[config.mk]
export PLATFORM = sky130hd
export DESIGN_NAME = ov7670_pixel_capture
export DESIGN_NICKNAME = d
export VERILOG_FILES = /design/src/rtl/ov7670_pkg.sv /design/src/rtl/ov7670_sync_edge.sv /design/src/rtl/ov7670_pixel_capture.sv
export SDC_FILE = /design/constraint.sdc
export NUM_CORES = 1
export LEC_CHECK = 0
export ABC_AREA = 0
export CAP_MARGIN = 20
export CELL_PAD_IN_SITES_DETAIL_PLACEMENT = 0
export CELL_PAD_IN_SITES_GLOBAL_PLACEMENT = 1
export CORE_ASPECT_RATIO = 1.5
export CORE_MARGIN = 4
export CORE_UTILIZATION = 30
export CTS_CLUSTER_SIZE = 20
export DETAILED_ROUTE_END_ITERATION = 16
export PLACE_DENSITY = 0.66
export SKIP_LAST_GASP = 1
export SLEW_MARGIN = 20
export SYNTH_ARGS = -nofsm -noshare
export SYNTH_HDL_FRONTEND = slang
export SYNTH_SLANG_ARGS = --single-unit
[constraint.sdc]
create_clock -name PCLK -period 3.65 [get_ports PCLK]
set_clock_uncertainty 0.1 [all_clocks]
set_input_delay 0.9125 -clock PCLK [delete_from_list [all_inputs] [get_ports PCLK]]
set_output_delay 0.9125 -clock PCLK [all_outputs]
set_load 0.1 [all_outputs]
[src/rtl/ov7670_pkg.sv]
// Shared types and pixel packing for the OV7670 DVP capture path.
package ov7670_pkg;

  typedef enum logic [1:0] {
    MODE_RGB444,
    MODE_RGB565,
    MODE_RGB555,
    MODE_RAW8
  } mode_t;

  typedef enum logic [1:0] {
    WAIT_FRAME,
    LINE_IDLE,
    BYTE0,
    BYTE1
  } state_t;

  // b0 is the first byte of the pixel on the bus, b1 the second.
  function automatic logic [15:0] pack_pixel(input mode_t mode, input logic [7:0] b0,
                                             input logic [7:0] b1);
    case (mode)
      MODE_RGB444: return {4'h0, b0[3:0], b1};
      MODE_RGB565: return {b0, b1};
      MODE_RGB555: return {1'b0, b0[6:0], b1};
      default:     return {8'h00, b0};
    endcase
  endfunction

endpackage

[src/rtl/ov7670_sync_edge.sv]
// Registers the camera HREF/VSYNC strobes and derives rise/fall pulses from a second stage.
module ov7670_sync_edge (
  input  logic PCLK,
  input  logic RST_N,
  input  logic HREF,
  input  logic VSYNC,
  output logic href_q,
  output logic href_rise,
  output logic href_fall,
  output logic vsync_q,
  output logic vsync_rise,
  output logic vsync_fall
);

  logic href_q2;
  logic vsync_q2;

  // NOTE: sequential state uses non-blocking assignments so every register samples pre-edge values.
  always_ff @(posedge PCLK or negedge RST_N) begin
    if (!RST_N) begin
      href_q   <= 1'b0;
      href_q2  <= 1'b0;
      vsync_q  <= 1'b0;
      vsync_q2 <= 1'b0;
    end else begin
      href_q   <= HREF;
      href_q2  <= href_q;
      vsync_q  <= VSYNC;
      vsync_q2 <= vsync_q;
    end
  end

  assign href_rise  = href_q & ~href_q2;
  assign href_fall  = ~href_q & href_q2;
  assign vsync_rise = vsync_q & ~vsync_q2;
  assign vsync_fall = ~vsync_q & vsync_q2;

endmodule

[src/rtl/ov7670_pixel_capture.sv]
// OV7670 DVP capture: frames/lines from VSYNC/HREF, packs bytes into pixels with x/y coordinates.
module ov7670_pixel_capture
  import ov7670_pkg::*;
#(
  parameter int MAX_WIDTH  = 640,
  parameter int MAX_HEIGHT = 480,
  parameter int X_W        = $clog2(MAX_WIDTH),
  parameter int Y_W        = $clog2(MAX_HEIGHT)
) (
  input  logic           PCLK,
  input  logic           RST_N,
  input  logic [7:0]     D,
  input  logic           HREF,
  input  logic           VSYNC,
  input  logic [1:0]     MODE,
  output logic [15:0]    o_PIXEL,
  output logic           o_VALID,
  output logic           o_SOF,
  output logic           o_EOL,
  output logic [X_W-1:0] o_X,
  output logic [Y_W-1:0] o_Y,
  output logic           o_ERR
);

  localparam logic [X_W-1:0] X_MAX = X_W'(MAX_WIDTH - 1);
  localparam logic [Y_W-1:0] Y_MAX = Y_W'(MAX_HEIGHT - 1);

  logic       href_q, href_rise, href_fall;
  logic       vsync_q, vsync_rise, vsync_fall;
  logic [7:0] d_q;

  state_t         state;
  mode_t          mode_q;
  logic [7:0]     b0_q;
  logic [X_W-1:0] x_q;
  logic [Y_W-1:0] y_q;
  logic           x_full;
  logic           y_full;
  logic           sof_pend;

  logic           line_start;
  logic           in_line;
  logic           emit;
  logic [15:0]    emit_pix;
  logic [X_W-1:0] x_cur;
  logic           x_full_cur;

  ov7670_sync_edge u_sync (
    .PCLK       (PCLK),
    .RST_N      (RST_N),
    .HREF       (HREF),
    .VSYNC      (VSYNC),
    .href_q     (href_q),
    .href_rise  (href_rise),
    .href_fall  (href_fall),
    .vsync_q    (vsync_q),
    .vsync_rise (vsync_rise),
    .vsync_fall (vsync_fall)
  );

  always_ff @(posedge PCLK or negedge RST_N) begin
    if (!RST_N) d_q <= 8'h00;
    else        d_q <= D;
  end

  // The byte arriving with the HREF rise is the first byte of the line, so the rise cycle
  // itself consumes data exactly like BYTE0 does.
  // NOTE: every always_comb output gets a default first so no path can infer a latch.
  always_comb begin
    line_start = 1'b0;
    in_line    = 1'b0;
    emit       = 1'b0;
    emit_pix   = 16'h0000;
    line_start = (state == LINE_IDLE) && href_rise && !vsync_q;
    in_line    = ((state == BYTE0) || (state == BYTE1)) && href_q;
    x_cur      = line_start ? '0 : x_q;
    x_full_cur = line_start ? 1'b0 : x_full;
    if ((line_start || (in_line && state == BYTE0)) && mode_q == MODE_RAW8) begin
      emit     = 1'b1;
      emit_pix = pack_pixel(mode_q, d_q, 8'h00);
    end else if (in_line && state == BYTE1) begin
      emit     = 1'b1;
      emit_pix = pack_pixel(mode_q, b0_q, d_q);
    end
  end

  always_ff @(posedge PCLK or negedge RST_N) begin
    if (!RST_N) begin
      state    <= WAIT_FRAME;
      mode_q   <= MODE_RGB444;
      b0_q     <= 8'h00;
      x_q      <= '0;
      y_q      <= '0;
      x_full   <= 1'b0;
      y_full   <= 1'b0;
      sof_pend <= 1'b0;
      o_PIXEL  <= 16'h0000;
      o_VALID  <= 1'b0;
      o_SOF    <= 1'b0;
      o_EOL    <= 1'b0;
      o_X      <= '0;
      o_Y      <= '0;
      o_ERR    <= 1'b0;
    end else begin
      o_VALID <= 1'b0;
      o_SOF   <= 1'b0;
      o_EOL   <= 1'b0;
      o_ERR   <= 1'b0;
      if (vsync_rise) begin
        // Frame abort wins over any HREF edge; a held half-pixel is simply discarded.
        state <= WAIT_FRAME;
        o_ERR <= href_q && (state != WAIT_FRAME);
      end else begin
        case (state)
          WAIT_FRAME: begin
            if (vsync_fall) begin
              state    <= LINE_IDLE;
              mode_q   <= mode_t'(MODE);
              y_q      <= '0;
              y_full   <= 1'b0;
              sof_pend <= 1'b1;
            end
          end
          LINE_IDLE: begin
            if (line_start) begin
              state  <= (mode_q == MODE_RAW8) ? BYTE0 : BYTE1;
              b0_q   <= d_q;
              x_q    <= '0;
              x_full <= 1'b0;
              if (y_full) o_ERR <= 1'b1;
            end
          end
          BYTE0, BYTE1: begin
            if (href_fall) begin
              state <= LINE_IDLE;
              o_EOL <= 1'b1;
              if (state == BYTE1) o_ERR <= 1'b1;
              if (y_q == Y_MAX) y_full <= 1'b1;
              else              y_q    <= y_q + 1'b1;
            end else if (state == BYTE1) begin
              state <= BYTE0;
            end else if (mode_q != MODE_RAW8) begin
              b0_q  <= d_q;
              state <= BYTE1;
            end
          end
          default: state <= WAIT_FRAME;
        endcase

        if (emit) begin
          o_VALID  <= 1'b1;
          o_PIXEL  <= emit_pix;
          o_X      <= x_cur;
          o_Y      <= y_q;
          o_SOF    <= sof_pend;
          sof_pend <= 1'b0;
          if (x_full_cur) o_ERR <= 1'b1;
          if (x_cur == X_MAX) x_full <= 1'b1;
          else                x_q    <= x_cur + 1'b1;
        end
      end
    end
  end

endmodule

==> flow_metrics.tcl, run 1 <==
set metrics [dict create \
    status "finished, final reports clean" \
    p_per_area_nw_per_um2 625.8 \
    ys_types 49 \
    worstSetupPathType "reg -> reg" \
    path_delay_family "simple AND/OR/NAND/NOR gates" \
    hpwl_mm 6.205 \
    whs_path_depth 2 \
    wirelength_mm 8.736 \
    synth_cells 358 \
    synth_top_area_share_pct 57.90 \
    ys_warn_count 0 \
    wl_per_cell_um 15.41 \
    clockBufferDepth 2 \
    multi_input_area_um2 1435 \
    numCtsBuffers 9 \
    period_needed_ns 2.757 \
    p_leak_uw 0.002121 \
    ctsRootBufferMaster "clkbuf_16" \
    coreArea_um2 12020 \
    post_cts_buffers 0 \
    die_h_um 143.5 \
    layout_commonest_cell "dfrtp_1" \
    synth_edf_count 0 \
    async_flop_share_pct 100.0 \
    maxCapViolCount 0 \
    synth.largest_area_cell "dfrtp_1" \
    grt_overflow_total 0 \
    ys.flop_type "dfrtp_1" \
    setup_viol 0 \
    final_cells 567 \
    ant_nets 0 \
    cts_tree "yes" \
    rsz0062_at_grt "no" \
    io_pins 53 \
    required_ns 3.79 \
    min_path_type "reg -> reg" \
    grt_start_max_net_pins 86 \
    start_util_pct 30.57 \
    clk_pin_slew_ns 0.06 \
    drc 0 \
    path_buf_inv 0 \
    setup_tns_ns 0 \
    synth_nets 374 \
    syn2layout_area_growth_pct 24.08 \
    ir_worst_vdd_mv 0.2256 \
    report.final.hold_viol_count 0 \
    cp.depth 9 \
    post-route-period-util_pct 75.52 \
    reg2reg_slack_ns 0.89 \
    final-seq-area_um2 2127 \
    cpMaxStageDelayCell "dfrtp_1" \
    synth_area_um2 3674 \
    report.final.slew_viol_count 0 \
    drive_above_1_share_pct 19.81 \
    dp.cells 551 \
    worstPathArrival_ns 2.89 \
    diodes 0 \
    clock_latency_ns 0.33 \
    worstMarginPinSlew_ns 0.7547 \
    setup.worst_path.start_class "register" \
    synthTopCellsByArea "dfrtp_1 58%, nand2_1 8.6%, o21ai_0 3.3%" \
    io_buffers 52 \
    drt-initial-drc-count 164 \
    gp_congestion 0.8119 \
    cp-end-kind "register" \
    htreeDepth 3 \
    path_cells "nand4bb_2 > nand2b_1 > and2_1 > ha_1 > nand3_1 > nor3b_1 > o31ai_1 > a21oi_1 > a211oi_1" \
    final_cell_mix "85 x dfrtp_1, 84 x nand2_1, 44 x buf_4" \
    std_cell_rows 49 \
    cts_resized 0 \
    slew_headroom_pct 49.69 \
    num_vias 2819 \
    critPathMaxFanout 11 \
    fillers 1264 \
    grt_pass1_wl_mm 14.66 \
    reg2reg_depth 9 \
    cpPeakStageDelay_ns 0.55 \
    via_per_inst 4.972 \
    track_usage_pct 13.04 \
    die_area_um2 14120 \
    ys_seq_area_share_pct 57.90 \
    grt_pass1_vias 2895 \
    dr.pass1.iters 4 \
    layout.nets 425 \
    synth_seq_cells 85 \
    ctsHoldBuffers 0 \
    cts_sinks 85 \
    fp.dieW_um 98.35 \
    fmax_ghz 0.3628 \
    synth_area_per_cell_um2 10.26 \
    antenna_found_initial 0 \
]
[cells in the mapped netlist (3+ instances only)]
library cell,n
dfrtp_1,85
nand2_1,84
o21ai_0,24
nor2_1,21
nand3_1,17
a21oi_1,13
mux2_2,9
clkbuf_1,8
inv_1,7
mux2i_1,7
buf_2,6
nand2b_1,6
nand4_1,6
a32oi_1,5
o31ai_1,4
or3_1,4
xnor2_1,4
a211oi_1,3
and3_1,3
nor3_1,3
[registers in the layout, indices dropped and copies added (netlist names), 2 cells and up]
name     count
o_Y          9
state        2
o_X         10
x_q         10
o_PIXEL     16
d_q          8
y_q          9
mode_q       2
b0_q         8
[metal layers]
| layer | routed length [um] | part of all wire (%) | track usage (%) | up-vias |
|---|---|---|---|---|
| met3 | 380 | 4.3 | 3.740 | 8 |
| met1 | 3724 | 43 | 15.65 | 1393 |
| li1 | - | - | - | 1355 |
| met4 | 96 | 1.1 | 4.245 | 0 |
| met2 | 4534 | 52 | 22.53 | 63 |
| met5 | 0 | 0 | 0 | - |
[kinds of logic after synthesis]
| group | Yosys count | synth area share, % |
|---|---|---|
| and+or+nand+nor | 157 | 19.48 |
| muxes | 16 | 4.666 |
| adders and majority gates | 2 | 0.6811 |
| xor gates and xnor gates | 4 | 0.9536 |
| DFF | 85 | 57.90 |
| buffers and inverters | 25 | 3.065 |
| AOI/OAI and AO/OA | 69 | 13.25 |
[tightest hold or removal path, cell delays in order (launching register included)]
cell and delay [ns]:
dfrtp_1 0.34, nand2_1 0.05, nand2_1 0.04
[final timing paths]
check                                      from             endpoint
hold / removal               o_X[9]$_DFFE_PN0P_   o_X[9]$_DFFE_PN0P_
min in group asynchronous                 RST_N   y_q[3]$_DFFE_PN0P_
setup reg to reg           state[0]$_DFFE_PN0P_   x_q[2]$_DFFE_PN0N_
setup / recovery           state[0]$_DFFE_PN0P_   x_q[2]$_DFFE_PN0N_
hold reg to reg              o_X[9]$_DFFE_PN0P_   o_X[9]$_DFFE_PN0P_
max in group asynchronous                 RST_N  b0_q[7]$_DFFE_PN0P_
[where the power goes]
| part | leakage [uW] | switching, uW | internal, uW |
|---|---|---|---|
| sequential | 0.00112 | 117 | 1070 |
| clock | 0.000152 | 351 | 585 |
| combinational | 0.000850 | 532 | 193 |
| total | 0.00212 | 1000 | 1850 |
[final cells by class]
class,count,share of cell area [%]
repair buffers,57,10.13
multi-input cells,248,31.49
inverters,8,0.6588
flip-flops and latches,85,46.66
well taps,153,4.200
clock inverters,3,0.9333
clock buffers,13,5.929
[per-stage QoR]
step | utilization (%) | instance area [um^2] | total power (uW) | setup slack, ns | hold WS (ns)
2_1_floorplan | - | 3674 | 1747 | 1.078 | 0.3324
3_3_place_gp | 35.30 | 4242 | 1931 | 0.9587 | 0.3518
3_5_place_dp | 35.30 | 4242 | 1945 | 0.8612 | 0.3636
4_1_cts | 37.90 | 4554 | 2899 | 0.8480 | 0.3769
5_1_grt | 37.93 | 4558 | 3000 | 0.6842 | 0.3977
6_report | 37.93 | 4558 | 2853 | 0.8935 | 0.3681
(Power assumes the default switching activity.)
==> run 2: changes to the inputs <==
--- a/config.mk
+++ b/config.mk
@@ -14,7 +14,7 @@
 export CORE_UTILIZATION = 30
 export CTS_CLUSTER_SIZE = 20
 export DETAILED_ROUTE_END_ITERATION = 16
-export PLACE_DENSITY = 0.66
+export PLACE_DENSITY = 0.68
 export SKIP_LAST_GASP = 1
 export SLEW_MARGIN = 20
 export SYNTH_ARGS = -nofsm -noshare
==> constraint.sdc (replaced) <==
create_clock -name PCLK -period 2.5 [get_ports PCLK]
set_clock_uncertainty 0.1 [all_clocks]
set_input_delay 0.625 -clock PCLK [delete_from_list [all_inputs] [get_ports PCLK]]
set_output_delay 0.625 -clock PCLK [all_outputs]
set_load 0.1 [all_outputs]
==> run 2 against run 1 <==
Compared with the run above: global-route usage up 0.31 points; sequential power grew 45%; worst setup slack worse by 0.77 ns; final area rose by 3.6%; maximum frequency increased by 16%; via count rose by 0.14%; largest cell class unchanged; highest routed layer unchanged.
==> flow_metrics.tcl, run 2 (synthesized netlist as in run 1, its figures left out) <==
set metrics [dict create \
    hpwl_mm 6.300 \
    clockBufferDepth 2 \
    grt_pass1_wl_mm 14.98 \
    path_cells "nand4bb_2 > buf_4 > or3_1 > a21o_4 > buf_4 > o41ai_2" \
    post-route-period-util_pct 95.01 \
    dp.cells 563 \
    wl_per_cell_um 15.18 \
    reg2reg_slack_ns 0.12 \
    multi_input_area_um2 1480 \
    ctsRootBufferMaster "clkbuf_16" \
    fin_area_um2 4722 \
    grt_overflow_total 0 \
    swShare_pct 35.19 \
    clk_pin_slew_ns 0.06 \
    numCtsBuffers 9 \
    antenna_found_initial 0 \
    ir_worst_vdd_mv 0.3228 \
    fmax_ghz 0.4210 \
    status "finished, final reports clean" \
    cp-end-kind "register" \
    clkPwrFrac_pct 34.0 \
    period_needed_ns 2.375 \
    slew_headroom_pct 61.18 \
    path_delay_family "simple AND/OR/NAND/NOR gates" \
    rsz0062_at_grt "no" \
    die_h_um 143.5 \
    report.final.hold_viol_count 0 \
    num_vias 2823 \
    worstSetupPathType "reg -> reg" \
    setup_tns_ns 0 \
    cpMaxStageDelayCell "or3_1" \
    largest_reg_flops 16 \
    final_cell_mix "84 x nand2_1, 84 x dfrtp_1, 56 x buf_4" \
    p_leak_uw 0.002212 \
    syn2layout_area_growth_pct 28.54 \
    grt_start_max_net_pins 47 \
    p_sw_uw 1513 \
    top_regs "o_PIXEL: 16 flops, o_X: 10 flops, x_q: 10 flops" \
    setup_viol 0 \
    p_seq_share_pct 40.2 \
    std_cell_rows 49 \
    worstReg2RegStart "u_sync.href_q2$_DFF_PN0_" \
    report.final.slew_viol_count 0 \
    cp_common_cell "buf_4" \
    r2r_end "o_PIXEL[15]$_DFFE_PN0P_" \
    dr.pass1.iters 4 \
    diodes 0 \
    reg2reg_depth 6 \
    p_per_area_nw_per_um2 910.4 \
    drc 0 \
    worstPathArrival_ns 2.51 \
    largest_register "o_PIXEL" \
    htreeDepth 3 \
    pre_cts_ws_ns -0.03982 \
    coreArea_um2 12020 \
    p_int_uw 2786 \
    worst_slack_ns 0.1248 \
    min_path_type "in -> async" \
    busiest_layer "met2" \
    drt-initial-drc-count 166 \
    fillers 1236 \
    grtUsageMet2_pct 22.39 \
    start_util_pct 30.57 \
    p_total_uw 4299 \
    io_pins 53 \
    via_per_inst 4.876 \
    cts_tree "yes" \
    final_cells 579 \
    track_usage_pct 13.35 \
    p_comb_share_pct 25.8 \
    critPathMaxFanout 32 \
    die_area_um2 14120 \
    cpPeakStageDelay_ns 0.44 \
    fp.dieW_um 98.35 \
    required_ns 2.63 \
    cts_sinks 85 \
    maxCapViolCount 0 \
    wirelength_mm 8.791 \
    dpl_cell_area_um2 4349 \
    ant_nets 0 \
    clock_latency_ns 0.34 \
    final-seq-area_um2 2128 \
    grt_pass1_vias 2910 \
    path_buf_inv 2 \
    use_met1_pct 16.34 \
    gp_congestion 0.8161 \
    drive_above_1_share_pct 23.71 \
    grt_use_met3_pct 3.108 \
    layout.nets 437 \
    io_buffers 52 \
    worstMarginPinSlew_ns 0.5797 \
    setup.worst_path.start_class "register" \
]
[run 2: worst max-delay path by stage]
| stage | from | cells after the start | to |
|---|---|---|---|
| final | u_sync.href_q2$_DFF_PN0_ | 6 | o_PIXEL[15]$_DFFE_PN0P_ |
| after global placement | u_sync.href_q2$_DFF_PN0_ | 9 | x_q[2]$_DFFE_PN0N_ |
| after floorplan | u_sync.vsync_q$_DFF_PN0_ | 10 | x_q[2]$_DFFE_PN0N_ |
| after global routing | u_sync.href_q2$_DFF_PN0_ | 6 | x_q[9]$_DFFE_PN0N_ |
| after CTS | u_sync.href_q2$_DFF_PN0_ | 9 | x_q[5]$_DFFE_PN0N_ |
| after detailed placement | u_sync.href_q2$_DFF_PN0_ | 9 | x_q[0]$_DFFE_PN0N_ |
[run 2: stage by stage]
step	hold slack, ns	utilization [%]
finish	0.1836	39.30
global route	0.2335	39.30
CTS	0.1998	38.99
detailed placement	0.3633	36.19
global placement	0.3545	36.19
floorplan	0.2294	-
[run 2: what timing repair did]
action	CTS	global route
pin swaps	0	1
buffers inserted	0	0
resized for setup	1	7
hold buffers	0	0
endpoints found under the setup margin	2	9
[run 2: area by class of cell]
class                   instances  share of cell area [%]
clock buffers                  10                   5.061
repair buffers                 69                   11.87
inverters                       8                  0.6359
clock inverters                 6                   1.961
well taps                     153                   4.054
flip-flops and latches         85                   45.07
multi-input cells             248                   31.35
[run 2: layer usage]
layer,routed length [um],part of all wire (%)
met1,3724,42
met2,4548,52
met3,335,3.8
met4,182,2.1
met5,0,0
[run 2: power by group through the flow]
| stage | sequential (uW) | clock, uW | combinational (uW) |
|---|---|---|---|
| 2_1_floorplan | 2220 | 0 | 335 |
| 3_3_place_gp | 1750 | 0 | 1100 |
| 3_5_place_dp | 1760 | 0 | 1120 |
| 4_1_cts | 1730 | 1510 | 1120 |
| 5_1_grt | 1760 | 1560 | 1190 |
| 6_report | 1730 | 1460 | 1110 |
==> run 3: changes to the inputs <==
--- a/config.mk
+++ b/config.mk
@@ -5,7 +5,6 @@
 export SDC_FILE = /design/constraint.sdc
 export NUM_CORES = 1
 export LEC_CHECK = 0
-export ABC_AREA = 0
 export CAP_MARGIN = 20
 export CELL_PAD_IN_SITES_DETAIL_PLACEMENT = 0
 export CELL_PAD_IN_SITES_GLOBAL_PLACEMENT = 1
@@ -16,7 +15,7 @@
 export DETAILED_ROUTE_END_ITERATION = 16
 export PLACE_DENSITY = 0.68
 export SKIP_LAST_GASP = 1
-export SLEW_MARGIN = 20
+export SLEW_MARGIN = 10
 export SYNTH_ARGS = -nofsm -noshare
 export SYNTH_HDL_FRONTEND = slang
 export SYNTH_SLANG_ARGS = --single-unit
==> results of run 3 <==
No change in the layout: final DEF, timing and power equal those of run 2.
